==> src/rtl/alu_seq_unit.sv <==
`default_nettype none
// ============================================================================
//  Module   : alu_seq_unit
//  Purpose  : Multi-cycle ALU for the MIPS datapath. The unit accepts an
//             opcode and two operands through a valid/ready handshake.
//             Logic and add/sub ops finish in one cycle. MUL runs on an
//             iterative shift-add engine (WIDTH/2 cycles). DIV runs on a
//             restoring divider (WIDTH cycles). The result and its status
//             flags are returned through a second valid/ready handshake.
//  Ports    : clk, rst_n                 clock, async active-low reset
//             in_valid_i / in_ready_o    operation handshake
//             funct_i, a_i, b_i          opcode and operands
//             out_valid_o / out_ready_i  result handshake
//             result_o, zero_o, carry_o,
//             overflow_o, err_o          result and status flags
//             busy_o                     FSM not idle
//  Revision : 1.0  initial release
// ============================================================================
module alu_seq_unit #(
    parameter int WIDTH   = 32,
    parameter int FUNCT_W = 4
) (
    input  logic               clk,
    input  logic               rst_n,
    input  logic               in_valid_i,
    output logic               in_ready_o,
    input  logic [FUNCT_W-1:0] funct_i,
    input  logic [WIDTH-1:0]   a_i,
    input  logic [WIDTH-1:0]   b_i,
    output logic               out_valid_o,
    input  logic               out_ready_i,
    output logic [WIDTH-1:0]   result_o,
    output logic               zero_o,
    output logic               carry_o,
    output logic               overflow_o,
    output logic               err_o,
    output logic               busy_o
);

    localparam int HALF  = WIDTH / 2;
    localparam int CNT_W = $clog2(WIDTH) + 1;

    localparam logic [FUNCT_W-1:0] c_FN_AND = FUNCT_W'(4'b0000);
    localparam logic [FUNCT_W-1:0] c_FN_OR  = FUNCT_W'(4'b0001);
    localparam logic [FUNCT_W-1:0] c_FN_ADD = FUNCT_W'(4'b0010);
    localparam logic [FUNCT_W-1:0] c_FN_NOT = FUNCT_W'(4'b0011);
    localparam logic [FUNCT_W-1:0] c_FN_SUB = FUNCT_W'(4'b0110);
    localparam logic [FUNCT_W-1:0] c_FN_SLT = FUNCT_W'(4'b0111);
    localparam logic [FUNCT_W-1:0] c_FN_MUL = FUNCT_W'(4'b1010);
    localparam logic [FUNCT_W-1:0] c_FN_DIV = FUNCT_W'(4'b1011);

    typedef enum logic [1:0] {
        S_IDLE = 2'd0,
        S_MUL  = 2'd1,
        S_DIV  = 2'd2,
        S_DONE = 2'd3
    } state_t;

    state_t             state_q;
    logic [WIDTH-1:0]   result_q;
    logic               zero_q;
    logic               carry_q;
    logic               ovf_q;
    logic               err_q;
    logic [CNT_W-1:0]   cnt_q;

    // Multiply engine: multiplicand shifts left, multiplier shifts right.
    logic [WIDTH-1:0]   mcand_q;
    logic [HALF-1:0]    mplier_q;
    logic [WIDTH-1:0]   acc_q;
    logic [WIDTH-1:0]   acc_d;

    // Divide engine: dividend shifts out of quo_q as quotient bits shift in.
    logic [WIDTH-1:0]   quo_q;
    logic [WIDTH-1:0]   rem_q;
    logic [WIDTH-1:0]   dvsr_q;
    logic [WIDTH-1:0]   quo_d;
    logic [WIDTH-1:0]   rem_d;
    logic [WIDTH:0]     w_rem_shift;
    logic [WIDTH:0]     w_rem_diff;
    logic               w_div_ge;

    // Single-cycle datapath decoded straight from the inputs.
    logic [WIDTH:0]     w_add;
    logic [WIDTH-1:0]   w_sub;
    logic [WIDTH-1:0]   w_sc_result;
    logic               w_sc_carry;
    logic               w_sc_ovf;
    logic               w_sc_err;
    logic               w_is_mul;
    logic               w_is_div;
    logic               w_accept;

    assign in_ready_o  = (state_q == S_IDLE) | ((state_q == S_DONE) & out_ready_i);
    assign w_accept    = in_valid_i & in_ready_o;
    assign out_valid_o = (state_q == S_DONE);
    assign busy_o      = (state_q != S_IDLE);
    assign result_o    = result_q;
    assign zero_o      = zero_q;
    assign carry_o     = carry_q;
    assign overflow_o  = ovf_q;
    assign err_o       = err_q;

    assign w_add = {1'b0, a_i} + {1'b0, b_i};
    assign w_sub = a_i - b_i;

    always_comb begin
        w_sc_result = '0;
        w_sc_carry  = 1'b0;
        w_sc_ovf    = 1'b0;
        w_sc_err    = 1'b0;
        w_is_mul    = 1'b0;
        w_is_div    = 1'b0;
        case (funct_i)
            c_FN_AND: w_sc_result = a_i & b_i;
            c_FN_OR:  w_sc_result = a_i | b_i;
            c_FN_NOT: w_sc_result = ~a_i;
            c_FN_ADD: begin
                w_sc_result = w_add[WIDTH-1:0];
                w_sc_carry  = w_add[WIDTH];
                w_sc_ovf    = (a_i[WIDTH-1] == b_i[WIDTH-1]) &
                              (w_add[WIDTH-1] != a_i[WIDTH-1]);
            end
            c_FN_SUB: begin
                w_sc_result = w_sub;
                // Carry doubles as "no borrow", i.e. a >= b unsigned.
                w_sc_carry  = (a_i >= b_i);
                w_sc_ovf    = (a_i[WIDTH-1] != b_i[WIDTH-1]) &
                              (w_sub[WIDTH-1] != a_i[WIDTH-1]);
            end
            c_FN_SLT: w_sc_result = {{(WIDTH-1){1'b0}}, ($signed(a_i) < $signed(b_i))};
            c_FN_MUL: w_is_mul = 1'b1;
            c_FN_DIV: begin
                // Divide by zero never enters the engine.
                if (b_i == '0) begin
                    w_sc_result = '1;
                    w_sc_err    = 1'b1;
                end else begin
                    w_is_div = 1'b1;
                end
            end
            default:  w_sc_err = 1'b1;
        endcase
    end

    // One shift-add step.
    assign acc_d = mplier_q[0] ? (acc_q + mcand_q) : acc_q;

    // One restoring-division step. The partial remainder is always below
    // 2*divisor, so the top bit of the (WIDTH+1)-bit difference is set
    // exactly when the trial subtraction goes negative.
    assign w_rem_shift = {rem_q, quo_q[WIDTH-1]};
    assign w_rem_diff  = w_rem_shift - {1'b0, dvsr_q};
    assign w_div_ge    = ~w_rem_diff[WIDTH];
    assign rem_d       = w_div_ge ? w_rem_diff[WIDTH-1:0] : w_rem_shift[WIDTH-1:0];
    assign quo_d       = {quo_q[WIDTH-2:0], w_div_ge};

    always_ff @(posedge clk or negedge rst_n) begin
        if (!rst_n) begin
            state_q  <= S_IDLE;
            result_q <= '0;
            zero_q   <= 1'b0;
            carry_q  <= 1'b0;
            ovf_q    <= 1'b0;
            err_q    <= 1'b0;
            cnt_q    <= '0;
            mcand_q  <= '0;
            mplier_q <= '0;
            acc_q    <= '0;
            quo_q    <= '0;
            rem_q    <= '0;
            dvsr_q   <= '0;
        end else if (w_accept) begin
            // Accept happens from IDLE, or from DONE while the consumer
            // takes the previous result in the same cycle.
            if (w_is_mul) begin
                state_q  <= S_MUL;
                mcand_q  <= {{(WIDTH-HALF){1'b0}}, a_i[HALF-1:0]};
                mplier_q <= b_i[HALF-1:0];
                acc_q    <= '0;
                cnt_q    <= CNT_W'(HALF - 1);
            end else if (w_is_div) begin
                state_q  <= S_DIV;
                quo_q    <= a_i;
                rem_q    <= '0;
                dvsr_q   <= b_i;
                cnt_q    <= CNT_W'(WIDTH - 1);
            end else begin
                state_q  <= S_DONE;
                result_q <= w_sc_result;
                zero_q   <= (w_sc_result == '0);
                carry_q  <= w_sc_carry;
                ovf_q    <= w_sc_ovf;
                err_q    <= w_sc_err;
            end
        end else begin
            case (state_q)
                S_MUL: begin
                    acc_q    <= acc_d;
                    mcand_q  <= mcand_q << 1;
                    mplier_q <= mplier_q >> 1;
                    cnt_q    <= cnt_q - CNT_W'(1);
                    // Fixed iteration count even when an operand is zero.
                    if (cnt_q == '0) begin
                        state_q  <= S_DONE;
                        result_q <= acc_d;
                        zero_q   <= (acc_d == '0);
                        carry_q  <= 1'b0;
                        ovf_q    <= 1'b0;
                        err_q    <= 1'b0;
                    end
                end
                S_DIV: begin
                    quo_q <= quo_d;
                    rem_q <= rem_d;
                    cnt_q <= cnt_q - CNT_W'(1);
                    if (cnt_q == '0) begin
                        state_q  <= S_DONE;
                        result_q <= quo_d;
                        zero_q   <= (quo_d == '0);
                        carry_q  <= 1'b0;
                        ovf_q    <= 1'b0;
                        err_q    <= 1'b0;
                    end
                end
                S_DONE: begin
                    // Result and flags hold until the consumer takes them.
                    if (out_ready_i) begin
                        state_q <= S_IDLE;
                    end
                end
                default: begin
                    state_q <= state_q;
                end
            endcase
        end
    end

endmodule
`default_nettype wire
==> config.mk <==
export PLATFORM = sky130hd
export DESIGN_NAME = alu_seq_unit
export DESIGN_NICKNAME = d
export VERILOG_FILES = /design/src/rtl/alu_seq_unit.sv
export SDC_FILE = /design/constraint.sdc
export NUM_CORES = 1
export LEC_CHECK = 0
export ABC_CLOCK_PERIOD_IN_PS = 4950
export BUFFER_PORTS_ARGS = -buffer_cell sky130_fd_sc_hd__buf_2
export CORE_MARGIN = 2
export CORE_UTILIZATION = 33
export CTS_CLUSTER_DIAMETER = 150
export DETAILED_ROUTE_END_ITERATION = 7
export GPL_ROUTABILITY_DRIVEN = 1
export SLEW_MARGIN = 15
export SYNTH_ARGS = -nofsm -noshare
export SYNTH_HDL_FRONTEND = slang
export SYNTH_SLANG_ARGS = --single-unit
==> constraint.sdc <==
create_clock -name clk -period 4.95 [get_ports clk]
set_clock_uncertainty 0.15 [all_clocks]
set_input_delay 0.99 -clock clk [delete_from_list [all_inputs] [get_ports clk]]
set_output_delay 0.99 -clock clk [all_outputs]
set_load 0.02 [all_outputs]
==> impl_metrics.json, run 1 <==
{
  "grt-ovfl-total": 0,
  "rsz0062_at_grt": "no",
  "clkTransAtPathRegs_ns": 0.06,
  "pin_count": 111,
  "ctsResizeCount": 0,
  "slew_headroom_pct": 25.12,
  "drcViolationCount": 0,
  "synthXorXnorAreaFrac_pct": 3.048,
  "synth_compound_area_share_pct": 29.41,
  "io_buffer_count": 110,
  "layout.nets": 2811,
  "fp-row-count": 89,
  "grt_antenna_before_repair": 9,
  "maxCapViolCount": 0,
  "synth-simple-area-share_pct": 18.21,
  "clk_latency_ns": 0.58,
  "crit_buf_inv": 4,
  "vias_per_cell": 5.895,
  "ys_seq_area_share_pct": 28.24,
  "synth_top_area_share_pct": 28.24,
  "cp-start-kind": "input port",
  "async_flop_share_pct": 100.0,
  "root_buffer": "clkbuf_16",
  "muxShareOfSynthArea_pct": 3.581,
  "synth_area_um2": 19500,
  "ys_types": 87,
  "crit_family": "compound AO/OA/AOI/OAI gates",
  "critPathMaxFanout": 5,
  "first_pass_iters": 8,
  "via_count": 19740,
  "fin_crit_sh_pct": 93.23,
  "pwr_density_cell_nw_per_um2": 467.7,
  "cts_num_sinks": 220,
  "area_growth_pct": 14.07,
  "status": "complete, no violations",
  "netlist_instances": 2457,
  "p_leak_nw": 10.35,
  "p_int_w": 0.005601,
  "critical_path.cell_chain": "buf_2 > inv_1 > ha_1 > nor4_1 > nand2b_1 > buf_4 > o21ai_0 > o31ai_1 > buf_4 > a31oi_1 > o32ai_1 > a21oi_1 > nand4_1 > nor4_1 > nand4_1 > o21ai_1",
  "pwr-share-seq_pct": 28.7,
  "ys.flop_type": "dfrtp_1",
  "required_ns": 5.29,
  "grt_usage_pct": 24.62,
  "drtAntennaViolNets": 0,
  "wire_per_inst_um": 22.83,
  "cp.arrival_ns": 4.95,
  "combPwrFrac_pct": 51.6,
  "synth.area.top_cells": "dfrtp_1, ha_1, o21ai_0",
  "core_area_um2": 58690,
  "clkPwrFrac_pct": 19.7,
  "synth_adder_area_share_pct": 11.82,
  "cts_max_path_buffers": 3,
  "drt-total-wl_um": 76450,
  "cts_buffers": 28,
  "die_y_um": 247.1,
  "hp-class": "input port to asynchronous set/reset pin",
  "worst_ir_drop_vdd_uv": 360.6,
  "h-tree-depth": 1,
  "die_area_um2": 61040,
  "detailed_place_hpwl_um": 59200,
  "hold_viol_final": 0,
  "grt_pass1_vias": 18980,
  "ys_ff_latch": 220,
  "cts_hold_buf": 0,
  "drive_above_1_share_pct": 11.73,
  "worst_pin_slew_ns": 1.119,
  "reg2reg_slack_ns": 0.73,
  "crit_slowest_cell": "a21oi_1",
  "postLayoutCoreUtil_pct": 37.90,
  "swShare_pct": 46.15,
  "worstSetupEndpointType": "register",
  "p_sw_w": 0.004800,
  "syn_nets": 2710,
  "postCtsSetupRepairBufs": 0,
  "power_w": 0.01040,
  "gp_congestion": 1.020,
  "start_util_pct": 33.22,
  "synth_warnings": 0,
  "synth_edf_count": 0,
  "synth_top_family_by_area": "compound AO/OA/AOI/OAI gates",
  "synth_area_per_cell_um2": 7.935,
  "fmax_mhz": 216.7,
  "drv_slew": 0,
  "yosysTopAreaCell": "dfrtp_1",
  "die_w_um": 247.1,
  "cpPeakStageDelay_ns": 0.56,
  "worstSetupPathType": "input port to register",
  "grt_pass1_wl_um": 115800,
  "setup_viol": 0,
  "fin_crit_ns": 4.615,
  "cts_tree": "yes",
  "nFillCells": 6077,
  "grt_max_degree": 87,
  "drt_iter0_drc": 1902
}
==> final cells by class <==
type                    count  area, um^2  share of cell area [%]
diodes                      2       5.005                 0.02250
clock buffers              39       793.3                   3.567
clock inverters             7       93.84                  0.4219
inverters                 150       563.0                   2.532
multi-input cells        1949       12950                   58.21
flip-flops and latches    220        5505                   24.75
well taps                 773       967.2                   4.349
repair buffers            209        1366                   6.143
==> cell usage after synthesis (all sizes together) (22+ instances only) <==
cell type	instances
nand4	23
a21oi	217
nand2b	25
clkbuf	109
nor4	42
a22o	42
buf	29
inv	150
nor3	37
mux2i	54
a211oi	38
o21a	22
ha	177
nor2	203
o211ai	39
a21o	46
dfrtp	220
nand2	276
xnor2	47
nand3	53
o21ai	237
==> layout by cell type, fill, tap and decap left out, types with 10 or more instances in the layout <==
| cell | instances |
|---|---|
| a2111oi_0 | 15 |
| a211o_1 | 13 |
| a211oi_1 | 37 |
| a21o_1 | 46 |
| a21oi_1 | 216 |
| a22o_1 | 42 |
| a31oi_1 | 18 |
| and2_1 | 13 |
| and3_1 | 12 |
| buf_2 | 109 |
| buf_4 | 94 |
| clkbuf_16 | 29 |
| dfrtp_1 | 220 |
| ha_1 | 177 |
| inv_1 | 150 |
| mux2_2 | 14 |
| mux2i_1 | 54 |
| nand2_1 | 275 |
| nand2b_1 | 25 |
| nand3_1 | 53 |
| nand4_1 | 23 |
| nor2_1 | 201 |
| nor2b_1 | 20 |
| nor3_1 | 36 |
| nor4_1 | 41 |
| o211ai_1 | 39 |
| o21a_1 | 22 |
| o21ai_0 | 232 |
| o21bai_1 | 15 |
| o221ai_1 | 15 |
| o22ai_1 | 10 |
| o31ai_1 | 17 |
| or3_1 | 11 |
| xnor2_1 | 47 |
| xor2_1 | 19 |
==> kinds of logic after synthesis <==
family | after synthesis
AOI/OAI and AO/OA | 869
xor gates and xnor gates | 67
adders and majority gates | 182
buffers and inverters | 288
DFF | 220
muxes | 68
and+or+nand+nor | 763
==> routing by layer <==
layer / up-vias / part of all wire, % / wire (um) / global-route usage, %
met2: 724 / 44 / 33950 / 38.87
met4: 10 / 4.1 / 3128 / 9.001
li1: 9184 / - / - / -
met1: 9691 / 44 / 33860 / 33.71
met5: - / 0.084 / 64 / 0
met3: 134 / 7.1 / 5446 / 4.016
==> registers in the layout, summed over array words and instances (netlist names) <==
signal	flops
acc_q	32
carry_o	1
cnt_q	6
dvsr_q	32
err_o	1
mcand_q	32
mplier_q	16
overflow_o	1
quo_q	32
rem_q	32
result_o	32
state_q	2
zero_o	1
==> final timing paths <==
path / cells past startpoint / start / endpoint
worst max-delay path: 16 / a_i[9] / zero_o
worst min-delay path: 1 / rst_n / acc_q[21]
worst max register to register: 13 / mcand_q[0] / zero_o
worst min register to register: 2 / result_o[8] / result_o[8]
max in group asynchronous: 2 / rst_n / mcand_q[1]
min in group clk: 2 / result_o[8] / result_o[8]
==> per-stage QoR <==
stage / setup slack, ns / setup TNS, ns / cell area [um^2] / hold slack [ns] / cells
after floorplan: 0.9033 / 0 / 19500 / 0.2996 / 2457
after global placement: -0.05657 / -0.05657 / 21350 / 0.3103 / 3301
after detailed placement: -0.008901 / -0.008901 / 21350 / 0.3190 / 3301
after CTS: 0.5519 / 0 / 22240 / 0.3222 / 3347
after global routing: 0.1971 / 0 / 22240 / 0.3449 / 3349
final: 0.3352 / 0 / 22240 / 0.2859 / 3349
==> power groups by stage <==
stage	clock network, W	registers, W	logic [W]
floorplan	0	0.00298	0.00352
global placement	0	0.00299	0.00521
detailed placement	0	0.00300	0.00529
CTS	0.00209	0.00298	0.00532
global route	0.00215	0.00306	0.00590
finish	0.00205	0.00299	0.00536
Note: power is estimated with default switching activity, not from simulation.
==> inputs of run 2 (changes only) <==
Settings changed: SETUP_SLACK_MARGIN set to 0.5.
==> run 2 against run 1 <==
  * Non-clock buffer count is the same
  * Routed wire length about the same
  * Maximum frequency rose by 4.6%
  * Core utilization about the same
  * Cell area up 0.12%
  * Combinational power about the same
  * Hold slack better by 0.0056 ns
  * Largest power group unchanged
  * Sequential share of layout area is essentially flat
  * Critical path type unchanged
==> impl_metrics.json, run 2 (synthesis results as in run 1) <==
{
  "p_leak_nw": 10.35,
  "drive_above_1_share_pct": 11.93,
  "worstSetupPathType": "input port to register",
  "layout.nets": 2811,
  "whs_ns": 0.2915,
  "drt_iter0_drc": 1835,
  "fin_area_um2": 22270,
  "critPathMaxFanout": 5,
  "fin_crit_ns": 4.412,
  "regArea_um2": 5505,
  "fp-row-count": 89,
  "maxCapViolCount": 0,
  "final_cell_count_no_fill": 3349,
  "grt_usage_pct": 24.62,
  "drcViolationCount": 0,
  "fin_crit_sh_pct": 89.13,
  "grt_antenna_before_repair": 9,
  "cts_max_path_buffers": 3,
  "hp-class": "input port to asynchronous set/reset pin",
  "die_w_um": 247.1,
  "die_y_um": 247.1,
  "drv_slew": 0,
  "cp-start-kind": "input port",
  "startpoint": "a_i[9]",
  "cts_num_sinks": 220,
  "grt-ovfl-total": 0,
  "status": "complete, no violations",
  "cts_buffers": 28,
  "worst_pin_slew_ns": 1.095,
  "rsz0062_at_grt": "yes",
  "cts_tree": "yes",
  "place_inst": 3301,
  "pwr_density_cell_nw_per_um2": 467.3,
  "start_util_pct": 33.22,
  "io_buffer_count": 110,
  "postPlaceCellArea_um2": 21350,
  "slew_headroom_pct": 26.35,
  "postCtsSetupRepairBufs": 0,
  "h-tree-depth": 1,
  "pin_count": 111,
  "grt_max_degree": 87,
  "via_count": 19710,
  "nFillCells": 6077,
  "setup_viol": 0,
  "wire_per_inst_um": 22.83,
  "detailed_place_hpwl_um": 59200,
  "multi_input_area_um2": 12970,
  "layout_common_cells": "nand2_1, o21ai_0, dfrtp_1",
  "drtAntennaViolNets": 0,
  "grt_pass1_wl_um": 115800,
  "required_ns": 5.29,
  "fin_setup_tns_ns": 0,
  "area_growth_pct": 14.21,
  "root_buffer": "clkbuf_16",
  "die_area_um2": 61040,
  "clkTransAtPathRegs_ns": 0.06,
  "fmax_mhz": 226.7,
  "clk_latency_ns": 0.58,
  "first_pass_iters": 6,
  "reg2reg_from": "mcand_q[0]",
  "gp_congestion": 1.020,
  "final_common_cell": "nand2_1",
  "hold_viol_final": 0,
  "drt-total-wl_um": 76470,
  "grt_pass1_vias": 18980,
  "core_area_um2": 58690,
  "ctsResizeCount": 0,
  "cp.arrival_ns": 4.75,
  "vias_per_cell": 5.886,
  "worstSetupEndpointType": "register",
  "cts_hold_buf": 0,
  "worst_ir_drop_vdd_uv": 358.6
}
==> run 2: worst paths after layout <==
check	to	slack, ns	cells after the start
setup / recovery	zero_o	0.54	16
hold / removal	acc_q[21]	0.29	1
max in group asynchronous	mcand_q[1]	3.37	2
setup reg to reg	zero_o	0.73	13
hold reg to reg	result_o[8]	0.32	2
min in group clk	result_o[8]	0.32	2
==> run 2: power by group <==
group / leakage (nW) / switching, W / internal [W] / total (W)
logic: 7.12 / 0.00342 / 0.00194 / 0.00537
clock network: 0.428 / 0.000841 / 0.00121 / 0.00205
registers: 2.81 / 0.000537 / 0.00245 / 0.00299
total: 10.4 / 0.00480 / 0.00560 / 0.0104
==> run 2: layout make-up <==
class,count,area share [%]
multi-input combinational,1949,58.26
sequential,220,24.72
timing repair buffer,209,6.136
tap,773,4.344
clock buffer,39,3.563
inverter,150,2.529
clock inverter,7,0.4214
antenna,2,0.02248
==> run 2: per-stage QoR <==
stage                     utilization (%)  worst slack [ns]  power, W
after floorplan                         -            0.9033  0.006507
after global placement              36.38          -0.05657  0.008195
after detailed placement            36.38         -0.008901  0.008291
after CTS                           37.89            0.5519   0.01039
after global routing                37.94            0.3881   0.01112
final                               37.94            0.5380   0.01040
==> run 2: per-layer routing <==
layer / GRT usage (%) / vias up / wire length [um]
li1: - / 9185 / -
met1: 33.71 / 9678 / 33910
met2: 38.87 / 715 / 33970
met3: 4.016 / 125 / 5540
met4: 9.001 / 10 / 2987
met5: 0 / - / 65
==> run 2: worst max-delay path: stages <==
cell       delay, ns
buf_2           0.13
inv_1           0.07
ha_1            0.32
nor4_1          0.44
nand2b_1        0.16
buf_4           0.19
o21ai_0         0.38
o31ai_1         0.17
buf_4           0.19
a21oi_1         0.28
a211oi_2        0.18
a2111oi_0       0.41
nand2_1         0.10
a21oi_1         0.45
nand4_1         0.15
o21ai_1         0.16
==> inputs of run 3 (changes only) <==
Settings changed: CORE_UTILIZATION 33 to 55, PLACE_DENSITY set to 0.73.
==> run 3 against run 2 <==
  * Total power rose by 1.6%
  * Core utilization up 25 points
  * Setup slack worse by 0.018 ns
  * Sequential power hardly changed
  * Clock power is 11% higher
  * Die area is 39% lower
  * Largest power group unchanged
==> impl_metrics.json, run 3 (synthesis results as in run 1) <==
{
  "cts_max_path_buffers": 3,
  "crit_slowest_cell": "nor4_1",
  "met2_usage_pct": 60.58,
  "drt-total-wl_um": 70180,
  "die_area_um2": 36970,
  "cpPeakStageDelay_ns": 0.77,
  "maxCapViolCount": 0,
  "use_met1_pct": 49.30,
  "root_buffer": "clkbuf_16",
  "clkTransAtPathRegs_ns": 0.07,
  "status": "complete, no violations",
  "drt_iter0_drc": 2134,
  "grt_usage_pct": 37.58,
  "worstSetupPathType": "input port to register",
  "critPathMaxFanout": 5,
  "fin_crit_sh_pct": 89.50,
  "area_growth_pct": 12.24,
  "worst_pin_slew_ns": 1.220,
  "start_util_pct": 56.16,
  "wire_per_inst_um": 23.20,
  "fin_setup_tns_ns": 0,
  "power_w": 0.01057,
  "cp-start-kind": "input port",
  "drcViolationCount": 0,
  "hp-class": "input port to asynchronous set/reset pin",
  "grt_pass1_vias": 18980,
  "drive_above_1_share_pct": 11.88,
  "worst_ir_drop_vdd_uv": 384.2,
  "fin_area_um2": 21880,
  "die_w_um": 192.3,
  "pin_count": 111,
  "cts_buffers": 27,
  "cp.arrival_ns": 4.81,
  "grt_pass1_wl_um": 107600,
  "drtAntennaViolNets": 0,
  "layout_common_cells": "nand2_1, o21ai_0, dfrtp_1",
  "fin_crit_ns": 4.430,
  "grt_antenna_before_repair": 3,
  "final_common_cell": "nand2_1",
  "first_pass_iters": 6,
  "rsz0062_at_grt": "yes",
  "fp-row-count": 68,
  "required_ns": 5.33,
  "cts_hold_buf": 0,
  "vias_per_cell": 6.630,
  "critical_path.cell_chain": "buf_2 > buf_4 > nor4_1 > and4_1 > a21boi_0 > o32ai_4 > o21a_1 > nand4_1 > nor4_1 > buf_4 > nand4b_1 > nor4_1 > nand4_1 > o21ai_1",
  "cts_tree": "yes",
  "via_count": 20060,
  "io_buffer_count": 110,
  "detailed_place_hpwl_um": 53370,
  "path_common_cell": "nor4_1",
  "crit_buf_inv": 3,
  "crit_family": "simple AND/OR/NAND/NOR gates",
  "pwr_density_cell_nw_per_um2": 483.1,
  "die_y_um": 192.3,
  "worstSetupEndpointType": "register",
  "gp_congestion": 1.013,
  "grt-busiest-layer": "met2",
  "slew_headroom_pct": 17.97,
  "fmax_mhz": 225.7,
  "p_leak_nw": 10.35,
  "h-tree-depth": 1,
  "setup_viol": 0,
  "layout.nets": 2800,
  "grt-ovfl-total": 0,
  "clk_latency_ns": 0.59,
  "postPlaceCellArea_um2": 20850,
  "hold_viol_final": 0,
  "drv_slew": 0,
  "core_area_um2": 34710,
  "cts_num_sinks": 220,
  "use_met3_pct": 7.747,
  "grt_max_degree": 106
}
run 3: cell count changes in the layout (fill, tap and decap cells not counted), moves of 2 or more:
cell / change
buf_12: -2
clkbuf_1: -6
clkinvlp_4: +3
buf_4: -8
clkinv_2: +2
clkbuf_16: -2
bufinv_16: +4
run 3: power breakdown:
group | switching [W] | total (W) | internal, W
combinational | 0.00336 | 0.00531 | 0.00195
clock | 0.000904 | 0.00228 | 0.00138
sequential | 0.000525 | 0.00298 | 0.00245
run 3: worst reg2reg max path: cells and delay by family (launching register included):
family,cells,cell delay (ns)
AO/OA/AOI/OAI,9,2.55
adder cells (fa/ha/maj),2,0.73
flip-flops,1,0.49
AND/OR/NAND/NOR,2,0.39
run 3: final timing paths:
check                              from            to  slack (ns)  cells after the start
max in group asynchronous         rst_n   mcand_q[19]        3.31                      2
hold / removal                    rst_n   mcand_q[12]        0.30                      1
min in group clk           mplier_q[11]  mplier_q[11]        0.34                      2
setup reg to reg             mcand_q[0]        zero_o        0.53                     13
hold reg to reg            mplier_q[11]  mplier_q[11]        0.34                      2
setup / recovery                 b_i[9]        zero_o        0.52                     14
run 3: cell type report:
type,instances,area [um^2]
antenna,2,5.005
clock buffer,32,734.5
clock inverter,18,275.3
fill,3110,12830
inverter,150,563.0
multi-input combinational,1949,12960
sequential,220,5505
tap,455,569.3
timing repair buffer,199,1266
run 3: metal layers:
metal  part of all wire [%]  routed length, um  up-vias
met4                    4.6               3257        6
met1                     40              28090     9638
li1                       -                  -     9162
met3                    9.9               6924      208
met5                  0.064                 45        -
met2                     45              31860     1042
run 3: stage by stage:
stage / hold WS (ns) / util [%] / instances / setup slack, ns
6_report: 0.3004 / 63.04 / 3025 / 0.5198
5_1_grt: 0.3585 / 63.02 / 3023 / 0.4323
4_1_cts: 0.3448 / 62.97 / 3023 / 0.5821
3_5_place_dp: 0.3277 / 60.06 / 2973 / 0.004213
3_3_place_gp: 0.3157 / 60.06 / 2973 / 0.1119
2_1_floorplan: 0.2996 / - / 2457 / 0.9033
run 3: timing repair:
action	4_1_cts	5_1_grt
endpoints found under the hold margin	0	0
endpoints found under the setup margin	0	5
resized for setup	0	6
setup buffers	0	0
